===== src/rtl/alu8_seq.sv =====
// alu8_seq: 8-bit ALU with single-cycle logic/arith ops and iterative multiply/shift,
// completing with a one-cycle WRITE_EN strobe toward the register-file write port.
module alu8_seq #(
    parameter int WIDTH = 8
) (
    input  logic             clk,
    input  logic             reset,
    input  logic             start,
    output logic             ready,
    input  logic [2:0]       SELECT,
    input  logic [WIDTH-1:0] DATA1,
    input  logic [WIDTH-1:0] DATA2,
    input  logic [2:0]       DEST,
    output logic [WIDTH-1:0] RESULT,
    output logic [2:0]       RESULT_ADDR,
    output logic             WRITE_EN,
    output logic             ZERO,
    output logic             CARRY
);
    localparam logic [2:0] OP_FWD = 3'd0, OP_ADD = 3'd1, OP_AND = 3'd2, OP_OR = 3'd3,
                           OP_SUB = 3'd4, OP_MUL = 3'd5, OP_SLL = 3'd6, OP_SRA = 3'd7;
    localparam int CW = $clog2(WIDTH + 1);
    typedef enum logic {IDLE, BUSY} state_t;
    state_t state, state_nx;
    logic [2:0]         op, dst;
    logic [CW-1:0]      cnt;
    logic [2*WIDTH-1:0] acc, mcand, acc_step;
    logic [WIDTH-1:0]   mplier, sr, sr_step, sc_r, fin_r;
    logic [WIDTH:0]     sum, diff;
    logic [2:0]         amt;
    logic               accept, multi, last, sc_c, sr_c, fin_c;
    assign ready  = state == IDLE;
    assign accept = start && ready;
    assign amt    = DATA2[2:0];
    assign multi  = SELECT == OP_MUL || ((SELECT == OP_SLL || SELECT == OP_SRA) && amt != 3'd0);
    assign last   = cnt == CW'(1);
    assign sum    = {1'b0, DATA1} + {1'b0, DATA2};
    assign diff   = {1'b0, DATA1} - {1'b0, DATA2};
    always_comb begin
        sc_r = DATA1;
        sc_c = 1'b0;
        case (SELECT)
            OP_FWD:  sc_r = DATA2;
            OP_ADD:  {sc_c, sc_r} = sum;
            OP_AND:  sc_r = DATA1 & DATA2;
            OP_OR:   sc_r = DATA1 | DATA2;
            OP_SUB:  {sc_c, sc_r} = diff;
            default: sc_r = DATA1;
        endcase
    end
    // One iteration of shift-add multiply and single-bit shift; final step result is written out.
    always_comb begin
        acc_step = mplier[0] ? acc + mcand : acc;
        sr_step  = op == OP_SLL ? sr << 1 : {sr[WIDTH-1], sr[WIDTH-1:1]};
        sr_c     = op == OP_SLL ? sr[WIDTH-1] : sr[0];
        fin_r    = op == OP_MUL ? acc_step[WIDTH-1:0] : sr_step;
        fin_c    = op == OP_MUL ? |acc_step[2*WIDTH-1:WIDTH] : sr_c;
    end
    always_comb begin
        state_nx = state;
        if (state == IDLE && accept && multi)
            state_nx = BUSY;
        else if (state == BUSY && last)
            state_nx = IDLE;
    end
    always_ff @(posedge clk or posedge reset)
        if (reset)
            state <= IDLE;
        else
            state <= state_nx;
    always_ff @(posedge clk or posedge reset)
        if (reset) begin
            op          <= '0;
            dst         <= '0;
            cnt         <= '0;
            acc         <= '0;
            mcand       <= '0;
            mplier      <= '0;
            sr          <= '0;
            RESULT      <= '0;
            RESULT_ADDR <= '0;
            WRITE_EN    <= 1'b0;
            ZERO        <= 1'b0;
            CARRY       <= 1'b0;
        end else begin
            WRITE_EN <= 1'b0;
            if (accept) begin
                op     <= SELECT;
                dst    <= DEST;
                cnt    <= SELECT == OP_MUL ? CW'(WIDTH) : CW'(amt);
                acc    <= '0;
                mcand  <= {{WIDTH{1'b0}}, DATA1};
                mplier <= DATA2;
                sr     <= DATA1;
                if (!multi) begin
                    RESULT      <= sc_r;
                    CARRY       <= sc_c;
                    ZERO        <= sc_r == '0;
                    RESULT_ADDR <= DEST;
                    WRITE_EN    <= 1'b1;
                end
            end else if (state == BUSY) begin
                cnt    <= cnt - CW'(1);
                acc    <= acc_step;
                mcand  <= mcand << 1;
                mplier <= mplier >> 1;
                sr     <= sr_step;
                if (last) begin
                    RESULT      <= fin_r;
                    CARRY       <= fin_c;
                    ZERO        <= fin_r == '0;
                    RESULT_ADDR <= dst;
                    WRITE_EN    <= 1'b1;
                end
            end
        end
endmodule


===== config.mk =====
export PLATFORM = sky130hd
export DESIGN_NAME = alu8_seq
export DESIGN_NICKNAME = d
export VERILOG_FILES = /design/src/rtl/alu8_seq.sv
export SDC_FILE = /design/constraint.sdc
export NUM_CORES = 1
export LEC_CHECK = 0
export BUFFER_PORTS_ARGS = -buffer_cell sky130_fd_sc_hd__buf_4
export CAP_MARGIN = 10
export CORE_UTILIZATION = 60
export DETAILED_ROUTE_END_ITERATION = 12
export PLACE_DENSITY = 0.87
export SYNTH_ARGS = -nofsm -noshare
export SYNTH_HDL_FRONTEND = slang
export SYNTH_SLANG_ARGS = --single-unit
export TNS_END_PERCENT = 20

===== constraint.sdc =====
create_clock -name clk -period 3.16 [get_ports clk]
set_input_delay 0.474 -clock clk [delete_from_list [all_inputs] [get_ports clk]]
set_output_delay 0.474 -clock clk [all_outputs]
set_load 0.005 [all_outputs]

Word-level counts from Yosys, hierarchy flattened
Cells that the tools add are included.
Widths: inputs -> output; s select.
- bits in writable memories: 0
- flip-flop bits (word level): 73
- output and inout port bits: 15
- memories kept: 0
- input port bits: 25
- bits in latches: 0
- word-level logic and storage cells: 87
- bits in read-only memories: 0
- mux-type cells: 40
- reduce and logical (&&, ||, !) cells: 16
- $mul: 0
- order comparisons: 0
- bitwise logic cells: 3
- div/mod/pow operators: 0
- eq/ne operators: 11
- shift operators: 0
- $add $sub $neg: 4
- operator list (kind ; number):
    $mux 16 ; 5
    $mux 8 ; 10
    $pmux 8 s5 ; 1
    $eq 3x3->1 const B ; 6
    $add 16x16->16 ; 1
    $logic_not 8->1 ; 2
    $mux 1 ; 16
    $mux 3 ; 4
    $mux 4 ; 3
    $add 8x8->9 ; 1
    $sub 8x8->9 ; 1
    $and 8x8->8 ; 1
    $or 8x8->8 ; 1
    $reduce_or 8->1 ; 1
    $eq 3x2->1 const B ; 2
    $reduce_bool 2->1 ; 3
    $logic_and 1x1->1 ; 5
    $eq 4x1->1 const B ; 1
    $sub 4x1->4 const B ; 1
    $eq 3x1->1 const B ; 1
    $logic_not 3->1 ; 1
    $reduce_and 3->1 ; 1
    $reduce_bool 3->1 ; 1
    $logic_or 1x1->1 ; 2
    3 further kinds ; 3

Depth between registers and ports, before layout
Gate-level depths: netlist of the first run.
- word-level depth: 7
- mapped depth: 11
- mapped depth without buffers: 11

Least setup slack after synthesis of the first run
Ideal clock, no wire load.
- kind: input port to flip-flop
- from: input DATA1[0]
- to: register CARRY
- data required time: 3.022 ns
- library setup time: 0.138 ns
- path slack: 0.146 ns
- path buffers: 0
- stages on the path: 9
- arrival: 2.876 ns
- path through: ha_1 > fa_1 > a211oi_2 > o21bai_1 > o311a_1 > a221o_1 > or4_4 > a2111oi_2 > a31oi_1
- longest elaborated chain between the ends: 4
- elaborated cells on any way between the ends: 5
- classes of those cells: add/sub (2); mux (3)
- ends and longest elaborated chain (element ; RTL line ; source):
    start: declaration ; 11 ; input logic [WIDTH-1:0] DATA1,
    $sub 8x8->9 / $add 8x8->9 (equally long branches) ; 38, 37 ;
    $pmux 1 s2 (*) ; 42 ; case (SELECT)
    $mux 1 (*) ; 95 ; if (!multi) begin
    $mux 1 (*) ; 87 ; if (accept) begin
    end signal: assignment ; 110 ; CARRY <= fin_c;
    end: declaration ; 18 ; output logic CARRY
Mark *: on every way between the ends. The rest lies on a longest branch, timed or not. The select of a mux whose other input is x is not followed.
A chain may end at the register's enable or synchronous reset.

Final worst setup path of the first run
Ends and elaborated chain as after synthesis.

==> impl_summary.log, run 1 <==
[metrics] Die Y-Extent: 98.1 um
[metrics] overall via count from detail_route: 5323
[metrics] area of the core: 8850 um2
[metrics] multiplexer share of the synthesized area: 7.72%
[metrics] P_leak: 3.03 nW
[metrics] fraction of final layout cells with drive strength greater than 1: 16.6%
[metrics] transition time of the tightest slew-check pin: 0.828 ns
[metrics] vias in the first global route: 5234
[metrics] total inserted antenna cells: 0
[metrics] cts hold-fix bufs: 0
[metrics] number of antenna violations at the first check in global routing: 0
[metrics] dominant cell by count in the synthesized netlist: sky130_fd_sc_hd__nand2_1
[metrics] worst hold path type: in -> async
[metrics] post-synthesis share of cell area spent on xor and xnor gates: 2.85%
[metrics] FFs w/ async S/R, synth: 100%
[metrics] sequential area share after synthesis: 33.0%
[metrics] average wire length per cell after detail routing: 19.0 um
[metrics] number of remaining DRC errors: 2
[metrics] fraction of synthesized cell area taken by the top area cell type: 33.0%
[metrics] IO Pins: 40
[metrics] data required time of the critical path: 3.37 ns
[metrics] normalized max-slew margin: 44.8%
[metrics] post-synthesis adder-cell area fraction: 10.3%
[metrics] Worst Path Class, Setup: in -> reg
[metrics] post-layout min period: 3.08 ns
[metrics] smallest hold slack: 0.279 ns
[metrics] standard cell area after detailed placement: 6040 um2
[metrics] number of slew-limit violations in the final report: 0
[metrics] upper clock frequency limit: 324 MHz
[metrics] Clock Sinks: 73
[metrics] number of nets produced by synthesis: 729
[metrics] length of the first detailed-routing pass in iterations: 9
[metrics] Max H-tree Level: 3
[metrics] cell area power density: 844 nW/um2
[metrics] number of storage elements in the synthesis netlist: 73
[metrics] setup skew after layout: 0.0125 ns
[metrics] grt ovf: 0
[metrics] ranking of synthesized cells by instance count: sky130_fd_sc_hd__nand2_1 (94), sky130_fd_sc_hd__dfrtp_1 (73), sky130_fd_sc_hd__a21oi_1 (64)
[metrics] failing checks: DRC
[metrics] cell taking the most area after synthesis: sky130_fd_sc_hd__dfrtp_1
[metrics] worst slack after detailed placement: -0.201 ns
[metrics] wire length of the first global-routing pass: 25900 um
[metrics] clk root buf: sky130_fd_sc_hd__clkbuf_8
[metrics] Die Wd: 98.1 um
[metrics] # rows: 34
[metrics] simple-gate share of the synthesized area: 15.9%
[metrics] CP Capture Type: flop
[metrics] arrival time worst endpoint: 3.29 ns
[metrics] detail-routed via count per cell: 6.52
[metrics] number of input and output port buffers inserted: 39
[metrics] gr usage total: 34.0%
[metrics] IR drop worst, VDD: 0.000362 V
[metrics] critical path launch point type: input pin
[metrics] weighted congestion at the end of routability-driven global placement: 0.975
[metrics] unrepaired setup endpoints after global routing: no
[metrics] detailed-route wire length: 15500 um
[metrics] count of different cell masters after synthesis: 73
[metrics] remaining antenna violation count: 0
[metrics] post-DP HPWL: 11200 um
[metrics] most frequently used flop master after synthesis: sky130_fd_sc_hd__dfrtp_1
[metrics] count of warnings emitted by yosys: 0
[metrics] reported max-cap violation count: 0
[metrics] post-route worst setup slack: 0.0750 ns
[metrics] Longest Clk Path Bufs: 2
[metrics] count of routing violations after the opening detailed-route iteration: 467
[metrics] Critical Path Fanout Max: 3
[metrics] Post-layout nets: 773
[metrics] clock latency reported for the late side of the worst-skew pair: 0.35 ns
[metrics] result of the run: finished with violations
[metrics] maximum number of pins on one net before global-route repair: 79
[metrics] Compound-Gate Fraction of Synth Area: 24.5%
[metrics] mean instance size in the synthesized netlist: 8.39 um2
[metrics] Initial Util: 62.6%
[metrics] largest family of logic cells by synthesized area: compound AO/OA/AOI/OAI gates
[metrics] final critical-path share of the clock period: 97.6%
[metrics] CTS tree: done
[metrics] EDFF count, synth: 0
[metrics] sum of internal, switching and leakage power: 5.34 mW
[metrics] post-CTS setup buffer count: 0
[metrics] # setup viols final: 0
[metrics] Synth Cell Area: 5540 um2
[metrics] clock slew at the register clock pins of the worst setup and hold paths: 0.09 ns
[metrics] post-route cell area: 6320 um2
[metrics] synthesized instance count: 660
[metrics] Filler Cell Count: 682
[metrics] CTS buffer count: 9
[metrics] Synth area leaders: sky130_fd_sc_hd__dfrtp_1 (33%), sky130_fd_sc_hd__ha_1 (9.3%), sky130_fd_sc_hd__nand2_1 (6.4%)
[metrics] final hold violations: 0
[metrics] synthesis-to-finish area growth: 14.1%
[metrics] die area: 9620 um2
-- path summary, 6_finish.rpt --
check,startpoint,to,slack (ns),depth (start not counted)
min reg2reg,RESULT[5],RESULT[5],0.49,1
max reg2reg,acc[1],CARRY,0.10,9
max,DATA1[0],CARRY,0.08,10
min in group clk,DEST[2],dst[2],0.33,3
max in group asynchronous,reset,state,2.18,3
min,reset,dst[2],0.28,2
-- power breakdown --
group / internal, mW / switching, mW / total, mW
Clock: 0.606 / 0.387 / 0.993
Sequential: 1.33 / 0.350 / 1.68
Combinational: 1.10 / 1.56 / 2.66
-- registers in the layout (all words and copies together) (netlist names) --
name / flops
op: 3
ZERO: 1
CARRY: 1
cnt: 4
mplier: 8
dst: 3
sr: 8
RESULT_ADDR: 3
WRITE_EN: 1
RESULT: 8
acc: 16
state: 1
mcand: 16
-- area by class of cell --
cell class | instances | area (um2) | share of cell area (%)
inverter | 36 | 135 | 2.14
multi-input combinational | 513 | 3410 | 54.0
tap | 108 | 135 | 2.14
sequential | 73 | 1830 | 28.9
clock buffer | 9 | 124 | 1.96
timing repair buffer | 71 | 546 | 8.63
clock inverter | 7 | 143 | 2.26
-- cell families (layout without fill, tap and decap cells) --
family / after synthesis / count (layout)
AO/OA/AOI/OAI: 210 / 210
AND/OR/NAND/NOR: 203 / 203
buffers and inverters: 74 / 123
flip-flops: 73 / 73
adder cells (fa/ha/maj): 44 / 44
multiplexers: 38 / 38
XOR/XNOR: 18 / 18
-- per-layer routing --
layer / global-route usage [%] / part of all wire [%] / up-vias
met3: 5.44 / 7.4 / 56
met2: 56.0 / 48 / 271
met4: 15.0 / 4.0 / 0
li1: - / - / 2443
met1: 44.3 / 41 / 2553
met5: 0 / 0 / -
-- placed cells by master (no fill, tap or decap), drive strengths merged, types with 3 or more instances in the layout --
cell type / count
o21a: 3
o211ai: 4
a221oi: 8
nand2: 94
a22o: 3
dfrtp: 73
o31ai: 4
a31oi: 4
o21bai: 8
nor2b: 4
a211oi: 13
or4: 3
nor3: 11
clkinv: 3
fa: 3
and3: 5
clkbuf: 9
ha: 41
a22oi: 3
nand3: 14
mux2i: 27
a21o: 9
a21oi: 64
nor2: 57
nand3b: 3
inv: 36
buf: 71
bufinv: 4
mux2: 8
o21ai: 55
mux4: 3
a31o: 3
o22ai: 3
xnor2: 16
-- worst max-delay path: stages --
cell                        delay, ns
sky130_fd_sc_hd__buf_4           0.12
sky130_fd_sc_hd__ha_1            0.22
sky130_fd_sc_hd__fa_1            0.44
sky130_fd_sc_hd__a211oi_2        0.24
sky130_fd_sc_hd__o21bai_1        0.14
sky130_fd_sc_hd__o311a_1         0.32
sky130_fd_sc_hd__a221o_1         0.31
sky130_fd_sc_hd__or4_4           0.54
sky130_fd_sc_hd__a2111oi_2       0.34
sky130_fd_sc_hd__a31oi_1         0.14
-- stage by stage --
| step | TNS (ns) | instances | utilization, % |
|---|---|---|---|
| after global placement | -0.119 | 801 | 68.3 |
| after floorplan | 0 | 660 | - |
| after detailed placement | -0.201 | 801 | 68.3 |
| after CTS | 0 | 817 | 71.4 |
| after global routing | 0 | 817 | 71.5 |
| final | 0 | 817 | 71.5 |
-- repair_timing --
item,4_1_cts,5_1_grt
endpoints found under the setup margin,1,1
cloned,0,0
pin swaps,0,1
resized for setup,1,3
Note: power is estimated with default switching activity, not from simulation.
==> run 2, diff against run 1 <==
==> constraint.sdc (replaced) <==
create_clock -name clk -period 3.16 [get_ports clk]
set_input_delay 0 -clock clk [delete_from_list [all_inputs] [get_ports clk]]
set_output_delay 0 -clock clk [all_outputs]
set_load 0.005 [all_outputs]
==> run 2 against run 1 <==
Compared with the run above: the flow still finishes with violations (DRC); via count shrank 1.9%; clock-buffer cell count is the same; power shrank 1.9%; maximum frequency grew 0.47%; clock power shrank 6.4%; worst hold slack lost 0.28 ns; register-to-register slack gained 0.06 ns; critical path type unchanged.
==> impl_summary.log, run 2 (synthesis results as in run 1) <==
[metrics] # setup viols final: 0
[metrics] number of antenna violations at the first check in global routing: 0
[metrics] maximum number of pins on one net before global-route repair: 79
[metrics] smallest hold slack: 0.00393 ns
[metrics] Met2 Wirelength: 7220 um
[metrics] most used cells in the layout excluding fill and tap cells: sky130_fd_sc_hd__nand2_1 (94), sky130_fd_sc_hd__dfrtp_1 (72), sky130_fd_sc_hd__a21oi_1 (64)
[metrics] Filler Cell Count: 683
[metrics] data required time of the critical path: 3.39 ns
[metrics] final critical-path share of the clock period: 97.2%
[metrics] CP cell instances: dlygate4sd3_1 -> buf_4 -> inv_1 -> ha_1 -> fa_2 -> o21bai_2 -> nand2_1 -> o31ai_4 -> o41ai_1 -> a221o_1 -> or4_4 -> a2111oi_4 -> a31oi_1
[metrics] synthesis-to-finish area growth: 13.1%
[metrics] Clock Sinks: 73
[metrics] clock slew at the register clock pins of the worst setup and hold paths: 0.08 ns
[metrics] post-layout min period: 3.07 ns
[metrics] result of the run: finished with violations
[metrics] max incr delay on CP: 0.56 ns
[metrics] logic gate share of total power: 50.1%
[metrics] TNS Setup: 0 ns
[metrics] largest registers: acc (16), mcand (16)
[metrics] clk root buf: sky130_fd_sc_hd__clkbuf_8
[metrics] CTS tree: done
[metrics] commonest non-fill, non-tap cell in the layout: sky130_fd_sc_hd__nand2_1
[metrics] final hold violations: 0
[metrics] uppermost routed layer: met4
[metrics] share of power burned in the clock network: 17.7%
[metrics] average wire length per cell after detail routing: 18.6 um
[metrics] clock latency reported for the late side of the worst-skew pair: 0.36 ns
[metrics] post-route met1 wirelength: 6350 um
[metrics] number of input and output port buffers inserted: 39
[metrics] CP Capture Type: flop
[metrics] IR drop worst, VDD: 0.000355 V
[metrics] source of the worst register-to-register timing path: acc[0]
[metrics] length of the first detailed-routing pass in iterations: 10
[metrics] switching share of power: 43.5%
[metrics] arrival time worst endpoint: 3.30 ns
[metrics] count of buffer and inverter cells on the critical path: 3
[metrics] post-route worst setup slack: 0.0895 ns
[metrics] sum of internal, switching and leakage power: 5.23 mW
[metrics] sequential group share of total power: 32.1%
[metrics] Switching Power: 2.28 mW
[metrics] worst hold path type: in -> reg
[metrics] # rows: 34
[metrics] transition time of the tightest slew-check pin: 0.872 ns
[metrics] largest delay contributor family on the critical path: compound AO/OA/AOI/OAI gates
[metrics] slack of the worst reg-to-reg path: 0.16 ns
[metrics] overall via count from detail_route: 5221
[metrics] RR Endpoint: CARRY
[metrics] detail-routed via count per cell: 6.47
[metrics] gr usage total: 32.1%
[metrics] weighted congestion at the end of routability-driven global placement: 0.986
[metrics] number of slew-limit violations in the final report: 0
[metrics] Initial Util: 62.6%
[metrics] Worst Path Class, Setup: in -> reg
[metrics] normalized max-slew margin: 41.1%
[metrics] Die Y-Extent: 98.1 um
[metrics] routed wire length on met3: 957 um
[metrics] worst slack after detailed placement: 0.0264 ns
[metrics] die area: 9620 um2
[metrics] number of remaining DRC errors: 2
[metrics] post-DP HPWL: 10600 um
[metrics] wire length of the first global-routing pass: 24600 um
[metrics] total inserted antenna cells: 0
[metrics] CTS buffer count: 9
[metrics] worst reg2reg path depth: 10
[metrics] unrepaired setup endpoints after global routing: no
[metrics] Post-layout nets: 763
[metrics] instance count on the critical path: 13
[metrics] setup skew after layout: 0.0120 ns
[metrics] cell area power density: 836 nW/um2
[metrics] detailed-route wire length: 15000 um
[metrics] area of the core: 8850 um2
[metrics] failing checks: DRC
[metrics] critical path launch point type: input pin
[metrics] grt ovf: 0
[metrics] vias in the first global route: 5133
[metrics] upper clock frequency limit: 326 MHz
[metrics] worst setup path start: DATA1[0]
[metrics] Longest Clk Path Bufs: 2
[metrics] IO Pins: 40
[metrics] Critical Path Fanout Max: 5
[metrics] count of routing violations after the opening detailed-route iteration: 387
[metrics] critical path capture point: CARRY
[metrics] fraction of final layout cells with drive strength greater than 1: 14.0%
[metrics] Power Internal: 2.96 mW
[metrics] reported max-cap violation count: 0
[metrics] Die Wd: 98.1 um
[metrics] cell with the largest stage delay on the worst path: sky130_fd_sc_hd__or4_4
[metrics] fin util: 70.8%
[metrics] remaining antenna violation count: 0
[metrics] Max H-tree Level: 3
[metrics] P_leak: 2.96 nW
## run 2: cell types whose count changed in the layout (fill, tap and decap cells not counted), moves of 2 or more
cell	previous run	this run
sky130_fd_sc_hd__dlygate4sd3_1	0	10
sky130_fd_sc_hd__fa_1	2	0
sky130_fd_sc_hd__buf_4	70	51
sky130_fd_sc_hd__fa_2	1	3
sky130_fd_sc_hd__o21ai_1	1	3
## run 2: repair_timing
| item | CTS | global route |
|---|---|---|
| buffers inserted | 0 | 1 |
| endpoints found under the setup margin | 0 | 1 |
| resized for setup | 0 | 7 |
| hold endpoints to repair | 30 | 0 |
| hold buffers | 10 | 0 |
## run 2: worst min-delay path by stage
stage / to / from / cells past startpoint
2_1_floorplan: dst[0] / DEST[0] / 2
4_1_cts: mplier[0] / DATA2[0] / 3
3_3_place_gp: dst[1] / reset / 2
5_1_grt: mplier[2] / DATA2[2] / 3
6_report: mplier[0] / DATA2[0] / 3
3_5_place_dp: dst[2] / reset / 2
## run 2: layer usage
layer | track usage (%) | vias up
li1 | - | 2442
met1 | 40.3 | 2484
met2 | 54.2 | 244
met3 | 6.30 | 51
met4 | 13.3 | 0
met5 | 0 | -
## run 2: metrics by stage
| stage | instances | cell area [um2] |
|---|---|---|
| 3_3_place_gp | 780 | 5870 |
| 5_1_grt | 807 | 6260 |
| 3_5_place_dp | 780 | 5870 |
| 6_report | 807 | 6260 |
| 2_1_floorplan | 660 | 5540 |
| 4_1_cts | 806 | 6220 |
## run 2: area by class of cell
type	instances	area (um2)	area share, %
clock buffer	9	124	1.98
clock inverter	7	126	2.02
sequential	73	1830	29.2
tap	108	135	2.16
multi-input combinational	513	3430	54.8
timing repair buffer	61	483	7.71
inverter	36	135	2.16
## run 2: power by group through the flow
stage               combinational (mW)  clock [mW]  sequential (mW)
global route                      2.89       0.976             1.73
global placement                  2.39           0             1.66
detailed placement                2.50           0             1.68
CTS                               2.53       0.927             1.67
finish                            2.62       0.929             1.68
floorplan                         1.90           0             1.57
## run 2: worst register-to-register path, cell delays in order (launching register included)
cell and delay (ns):
sky130_fd_sc_hd__dfrtp_1 0.40, sky130_fd_sc_hd__ha_1 0.25, sky130_fd_sc_hd__fa_2 0.40, sky130_fd_sc_hd__a211oi_2 0.27, sky130_fd_sc_hd__nor2_1 0.10, sky130_fd_sc_hd__o21ai_1 0.23, sky130_fd_sc_hd__xnor2_1 0.09, sky130_fd_sc_hd__mux2_2 0.28
sky130_fd_sc_hd__a2111o_1 0.40, sky130_fd_sc_hd__a2111oi_4 0.34, sky130_fd_sc_hd__a31oi_1 0.12
